==> config.mk <==
export PLATFORM = sky130hd
export DESIGN_NAME = eth_tx_arbiter
export DESIGN_NICKNAME = d
export VERILOG_FILES = /design/src/rtl/eth_tx_arbiter.sv
export SDC_FILE = /design/constraint.sdc
export NUM_CORES = 1
export LEC_CHECK = 0
export BUFFER_PORTS_ARGS = -buffer_cell sky130_fd_sc_hd__buf_2
export CORE_AREA = 2 2 102 104
export CTS_CLUSTER_DIAMETER = 80
export CTS_CLUSTER_SIZE = 12
export DETAILED_ROUTE_END_ITERATION = 6
export DIE_AREA = 0 0 104 106
export PLACE_DENSITY = 0.81
export SYNTH_ARGS = -nofsm -noshare
export SYNTH_HDL_FRONTEND = slang
export SYNTH_SLANG_ARGS = --single-unit
export TNS_END_PERCENT = 5
==> constraint.sdc <==
create_clock -name clk_i -period 5.1 [get_ports clk_i]
set_clock_uncertainty 0.2 [all_clocks]
set_input_delay 0.255 -clock clk_i [delete_from_list [all_inputs] [get_ports clk_i]]
set_output_delay 0.255 -clock clk_i [all_outputs]
set_load 0.03 [all_outputs]
==> src/rtl/eth_tx_arbiter.sv <==
// Round-robin arbiter that moves one requester's packet at a time into the MAC
// TX buffer: data words first, then the packet length, then a send strobe.
module eth_tx_arbiter #(
  parameter int  num_req_p    = 4,
  parameter int  data_width_p = 32,
  parameter int  eth_mtu_p    = 2048,
  localparam int bpw_lp       = data_width_p / 8,
  localparam int size_w_lp    = $clog2(eth_mtu_p + 1),
  localparam int addr_w_lp    = $clog2(eth_mtu_p),
  localparam int osz_w_lp     = $clog2($clog2(bpw_lp) + 1),
  localparam int idx_w_lp     = $clog2(num_req_p)
) (
  input  logic                              clk_i,
  input  logic                              reset_n_i,
  input  logic [num_req_p-1:0]              req_v_i,
  input  logic [num_req_p*size_w_lp-1:0]    req_size_i,
  input  logic [num_req_p*data_width_p-1:0] req_data_i,
  input  logic [num_req_p-1:0]              req_data_v_i,
  output logic [num_req_p-1:0]              req_data_yumi_o,
  output logic [num_req_p-1:0]              grant_o,
  output logic [num_req_p-1:0]              done_o,
  output logic [num_req_p-1:0]              reject_o,
  input  logic                              packet_req_i,
  output logic                              packet_wvalid_o,
  output logic [addr_w_lp-1:0]              packet_waddr_o,
  output logic [data_width_p-1:0]           packet_wdata_o,
  output logic [osz_w_lp-1:0]               packet_wdata_size_o,
  output logic                              packet_wsize_valid_o,
  output logic [size_w_lp-1:0]              packet_wsize_o,
  output logic                              packet_send_o
);

  localparam int words_shift_lp = $clog2(bpw_lp);

  typedef enum logic [2:0] {
    IDLE_S  = 3'd0,
    CHECK_S = 3'd1,
    DATA_S  = 3'd2,
    SIZE_S  = 3'd3,
    SEND_S  = 3'd4,
    DRAIN_S = 3'd5
  } state_e;

  function automatic logic [num_req_p-1:0] onehot_f(input logic [idx_w_lp-1:0] idx);
    onehot_f = {{(num_req_p-1){1'b0}}, 1'b1} << idx;
  endfunction

  state_e                 state_q, state_d;
  logic [idx_w_lp-1:0]    owner_q, owner_d;
  logic [idx_w_lp-1:0]    last_q, last_d;
  logic [size_w_lp-1:0]   size_q, size_d;
  logic [size_w_lp-1:0]   words_q, words_d;
  logic [addr_w_lp-1:0]   addr_q, addr_d;
  logic [size_w_lp-1:0]   wsize_q, wsize_d;
  logic                   wsize_valid_q, wsize_valid_d;
  logic                   send_q, send_d;
  logic [num_req_p-1:0]   grant_q, grant_d;
  logic [num_req_p-1:0]   done_q, done_d;
  logic [num_req_p-1:0]   reject_q, reject_d;

  logic [size_w_lp-1:0]    req_size_s [num_req_p];
  logic [data_width_p-1:0] req_data_s [num_req_p];
  logic                    win_found_s;
  logic [idx_w_lp-1:0]     win_idx_s;
  logic [idx_w_lp-1:0]     rr_idx_s;
  logic                    accept_s;
  logic                    size_illegal_s;
  logic [size_w_lp:0]      words_calc_s;

  // Split the flat per-requester buses into indexable arrays
  always_comb begin
    for (int i = 0; i < num_req_p; i++) begin
      req_size_s[i] = req_size_i[i*size_w_lp +: size_w_lp];
      req_data_s[i] = req_data_i[i*data_width_p +: data_width_p];
    end
  end

  // Round-robin search: walk from farthest to nearest so the nearest requester after last_q wins
  always_comb begin
    win_found_s = 1'b0;
    win_idx_s   = {idx_w_lp{1'b0}};
    rr_idx_s    = {idx_w_lp{1'b0}};
    for (int i = num_req_p; i >= 1; i--) begin
      rr_idx_s    = idx_w_lp'((int'(last_q) + i) % num_req_p);
      win_found_s = win_found_s | req_v_i[rr_idx_s];
      win_idx_s   = req_v_i[rr_idx_s] ? rr_idx_s : win_idx_s;
    end
  end

  assign accept_s       = (state_q == DATA_S) && req_data_v_i[owner_q];
  assign size_illegal_s = (size_q == {size_w_lp{1'b0}}) || (size_q > size_w_lp'(eth_mtu_p));
  assign words_calc_s   = ({1'b0, size_q} + (size_w_lp+1)'(bpw_lp - 1)) >> words_shift_lp;

  // Next-state, latched transfer context and the registered strobes
  always_comb begin
    state_d       = state_q;
    owner_d       = owner_q;
    last_d        = last_q;
    size_d        = size_q;
    words_d       = words_q;
    addr_d        = addr_q;
    wsize_d       = wsize_q;
    wsize_valid_d = 1'b0;
    send_d        = 1'b0;
    done_d        = {num_req_p{1'b0}};
    reject_d      = {num_req_p{1'b0}};
    grant_d       = {num_req_p{1'b0}};
    case (state_q)
      IDLE_S: begin
        if (packet_req_i && win_found_s) begin
          owner_d = win_idx_s;
          size_d  = req_size_s[win_idx_s];
          state_d = CHECK_S;
        end else begin
          state_d = IDLE_S;
        end
      end
      CHECK_S: begin
        if (size_illegal_s) begin
          reject_d = onehot_f(owner_q);
          last_d   = owner_q;
          state_d  = IDLE_S;
        end else begin
          words_d = size_w_lp'(words_calc_s);
          addr_d  = {addr_w_lp{1'b0}};
          state_d = DATA_S;
        end
      end
      DATA_S: begin
        if (accept_s) begin
          addr_d  = addr_q + addr_w_lp'(bpw_lp);
          words_d = words_q - size_w_lp'(1);
          if (words_q == size_w_lp'(1)) begin
            wsize_valid_d = 1'b1;
            wsize_d       = size_q;
            state_d       = SIZE_S;
          end else begin
            state_d = DATA_S;
          end
        end else begin
          state_d = DATA_S;
        end
      end
      SIZE_S: begin
        send_d  = 1'b1;
        done_d  = onehot_f(owner_q);
        state_d = SEND_S;
      end
      SEND_S: begin
        last_d  = owner_q;
        state_d = DRAIN_S;
      end
      DRAIN_S: begin
        // Hold off re-arbitration until the MAC has visibly taken the buffer
        if (!packet_req_i) begin
          state_d = IDLE_S;
        end else begin
          state_d = DRAIN_S;
        end
      end
      default: begin
        state_d = IDLE_S;
      end
    endcase
    case (state_d)
      CHECK_S, DATA_S, SIZE_S, SEND_S: grant_d = onehot_f(owner_d);
      default:                         grant_d = {num_req_p{1'b0}};
    endcase
  end

  // State and output registers
  always_ff @(posedge clk_i or negedge reset_n_i) begin
    if (!reset_n_i) begin
      state_q       <= IDLE_S;
      owner_q       <= {idx_w_lp{1'b0}};
      last_q        <= idx_w_lp'(num_req_p - 1);
      size_q        <= {size_w_lp{1'b0}};
      words_q       <= {size_w_lp{1'b0}};
      addr_q        <= {addr_w_lp{1'b0}};
      wsize_q       <= {size_w_lp{1'b0}};
      wsize_valid_q <= 1'b0;
      send_q        <= 1'b0;
      grant_q       <= {num_req_p{1'b0}};
      done_q        <= {num_req_p{1'b0}};
      reject_q      <= {num_req_p{1'b0}};
    end else begin
      state_q       <= state_d;
      owner_q       <= owner_d;
      last_q        <= last_d;
      size_q        <= size_d;
      words_q       <= words_d;
      addr_q        <= addr_d;
      wsize_q       <= wsize_d;
      wsize_valid_q <= wsize_valid_d;
      send_q        <= send_d;
      grant_q       <= grant_d;
      done_q        <= done_d;
      reject_q      <= reject_d;
    end
  end

  assign req_data_yumi_o      = accept_s ? onehot_f(owner_q) : {num_req_p{1'b0}};
  assign packet_wvalid_o      = accept_s;
  assign packet_waddr_o       = addr_q;
  assign packet_wdata_o       = req_data_s[owner_q];
  assign packet_wdata_size_o  = osz_w_lp'(words_shift_lp);
  assign packet_wsize_valid_o = wsize_valid_q;
  assign packet_wsize_o       = wsize_q;
  assign packet_send_o        = send_q;
  assign grant_o              = grant_q;
  assign done_o               = done_q;
  assign reject_o             = reject_q;

endmodule
==> qor.txt <==
status = finished clean
Mapped Cells = 396
Post-synth ARST share = 100%
Rows = 37
VDD IR-drop max = 267 uV
Final min period = 3.30 ns
worst reg2reg setup slack = 1.80 ns
Max-slew headroom = 34.1%
unrepaired setup endpoints after global routing = no
IO Count = 263
cell area after synthesis = 4310 um^2
Arrival @ worst endpoint = 3.32 ns
CTS tree = done
Root Driver = clkbuf_8
final hold violations = 0
Via density = 5.63
clock tree buffer depth = 2
ranking of synthesized cells by area = dfrtp_1 37%, mux4_2 17%, mux2i_1 6.0%, mux2_2 3.9%, nand2_1 3.2%
Slew @ Worst Pin = 0.985 ns
core area = 10000 um^2
Seq/Total Area, Yosys = 38.4%
pin count of the biggest net entering global routing = 67
H-tree depth = 3
routed vias = 4,444
final setup vio count = 0
area share of the largest cell type after synthesis = 37.2%
initial antenna violation count = 4
global route overflow = 0
sum of negative setup slack = 0 ns
Area after DPL = 5680 um^2
final period utilization = 64.7%
DR WL/cell = 19.4 um
PD cells = 530 nW/um^2
Slew Viols, Final = 0
clk slew on worst S/H paths = 0.07 ns
placer congestion estimate = 0.950
first-pass GRT wire length = 23,200 um
cts repair resizes = 0
multi-input gate area in the final layout = 2480 um^2
DIE WIDTH = 104 um
DR pass1 iterations = 5
hold path startpoint = req_size_i[25]
R2R cell count = 4
drt first-iter violations = 317
Final #Nets = 834
Area Overhead vs Synth = 36.2%
Post-DP HPWL = 12,400 um
FF-to-FF End = packet_wsize_o[7]$_DFFE_PN0P_
initial core utilization = 43.1%
CP Capture Type = flip-flop
Yosys reg bits = 66
ys flop type = dfrtp_1
CTS Buf Count = 9
Max Cap Viol = 0
Post-DRT Antenna Nets = 0
YS warnings = 0
fraction of layout cells with a size suffix above 1 = 52.5%
Hold WC Path Type = in2reg
Die Y = 106 um
leading area contributor after synthesis = dfrtp_1
worst hold stages = 3
CP Max Fanout = 19
clock insertion delay at the later pin of the skew report = 0.34 ns
Worst Hold End = size_q[1]$_DFFE_PN0N_
Setup Crit Path Kind = reg2reg
fillcell total = 882
commonest non-fill, non-tap cell in the layout = buf_2
Die ar. = 11,000 um^2
register area = 1660 um^2
port buffer count = 258
Avg Inst Size Synth = 10.9 um^2
DRC Markers = 0
RR Startpoint = state_q[1]$_DFF_PN0_
most frequent cells in the layout = 258 x buf_2, 63 x dfrtp_1, 37 x nand2_1
Clock Sinks = 66
GR Util All Layers = 27.5%
routed wire length = 15,300 um
Setup crit start kind = flip-flop
Lkg Pwr = 2.98 nW
EDFF count, synth = 0
number of global-route vias before repair = 4,217
post-synth cell types = 64
CP required = 5.12 ns
Max Clock Freq = 303 MHz
post-route cell area = 5870 um^2
-- critical path, stage by stage (launching register included) --
cell,delay (ns)
dfrtp_1,0.50
nor3b_2,0.86
nand2_4,0.32
nor4_4,0.87
mux2_2,0.43
-- metrics by stage --
| step | worst slack, ns | instances | util, % | power [mW] | hold WS [ns] |
|---|---|---|---|---|---|
| floorplan | 2.69 | 398 | - | 2.26 | -0.241 |
| global placement | 1.99 | 768 | 56.8 | 2.68 | 0.275 |
| detailed placement | 1.87 | 768 | 56.8 | 2.72 | 0.280 |
| CTS | 1.86 | 785 | 58.6 | 3.12 | 0.0228 |
| global route | 1.56 | 786 | 58.6 | 3.31 | 0.0325 |
| finish | 1.80 | 790 | 58.7 | 3.11 | 0.0280 |
-- final cells by class --
cell class	instances	area share [%]
Tap cell	136	2.90
Timing Repair Buffer	263	22.7
Multi-Input combinational cell	293	42.3
Clock inverter	5	0.511
Sequential cell	66	28.2
Antenna cell	5	0.213
Clock buffer	11	2.41
Inverter	11	0.788
-- where the power goes --
group | leakage (nW) | total (mW) | switching [mW] | internal [mW]
clock network | 0.0851 | 0.385 | 0.198 | 0.187
logic | 2.03 | 1.86 | 1.12 | 0.738
registers | 0.867 | 0.870 | 0.185 | 0.685
-- logic make-up (layout without fill, tap and decap cells) --
family | count (synthesis) | in the layout | synth area share (%)
AND/OR/NAND/NOR | 123 | 123 | 14.9
AO/OA/AOI/OAI | 83 | 83 | 13.0
multiplexers | 74 | 74 | 27.2
flip-flops | 66 | 66 | 38.4
buffers and inverters | 39 | 290 | 4.24
XOR/XNOR | 6 | 6 | 1.22
adder cells (fa/ha/maj) | 3 | 3 | 0.871
other | 2 | 9 | 0.174
-- worst max-delay path by stage --
| stage | start | end | slack (ns) | cells after the start |
|---|---|---|---|---|
| finish | state_q[1]$_DFF_PN0_ | packet_wsize_o[7]$_DFFE_PN0P_ | 1.80 | 4 |
| global route | state_q[1]$_DFF_PN0_ | packet_wsize_o[7]$_DFFE_PN0P_ | 1.56 | 4 |
| CTS | state_q[1]$_DFF_PN0_ | packet_wsize_o[7]$_DFFE_PN0P_ | 1.86 | 4 |
| detailed placement | state_q[1]$_DFF_PN0_ | packet_wsize_o[8]$_DFFE_PN0P_ | 1.87 | 4 |
| global placement | state_q[1]$_DFF_PN0_ | packet_wsize_o[11]$_DFFE_PN0P_ | 1.99 | 4 |
| floorplan | state_q[2]$_DFF_PN0_ | req_data_yumi_o[0] | 2.69 | 5 |
-- layer usage --
metal	share of wire (%)	track usage (%)	vias to the layer above
li1	-	-	2016
met1	41	37.3	2130
met2	46	42.4	260
met3	9.8	6.74	36
met4	3.2	11.2	2
met5	0.085	0	-
-- registers in the layout, indices dropped and copies added, names as in the netlist --
| signal | flops |
|---|---|
| grant_o | 4 |
| size_q | 12 |
| packet_wsize_valid_o | 1 |
| packet_send_o | 1 |
| packet_waddr_o | 9 |
| words_q | 12 |
| packet_wsize_o | 12 |
| state_q | 3 |
| reject_o | 4 |
| done_o | 4 |
| last_q | 2 |
| owner_q | 2 |
-- timing repair --
action,in CTS,in global routing
setup buffers,0,0
hold buffers,1,0
endpoints found under the hold margin,64,0
-- cells in the mapped netlist, drive strengths merged (4+ instances only) --
library cell / instances
nor4: 5
nand3: 6
nand2: 38
mux2: 15
a21oi: 11
nor2: 27
dfrtp: 64
mux2i: 26
o221ai: 12
nand2b: 5
a31oi: 6
mux4: 33
o21ai: 30
buf: 14
or3: 5
inv: 11
xnor2: 4
clkbuf: 14
nor3: 17
Note: power is estimated with default switching activity, not from simulation.
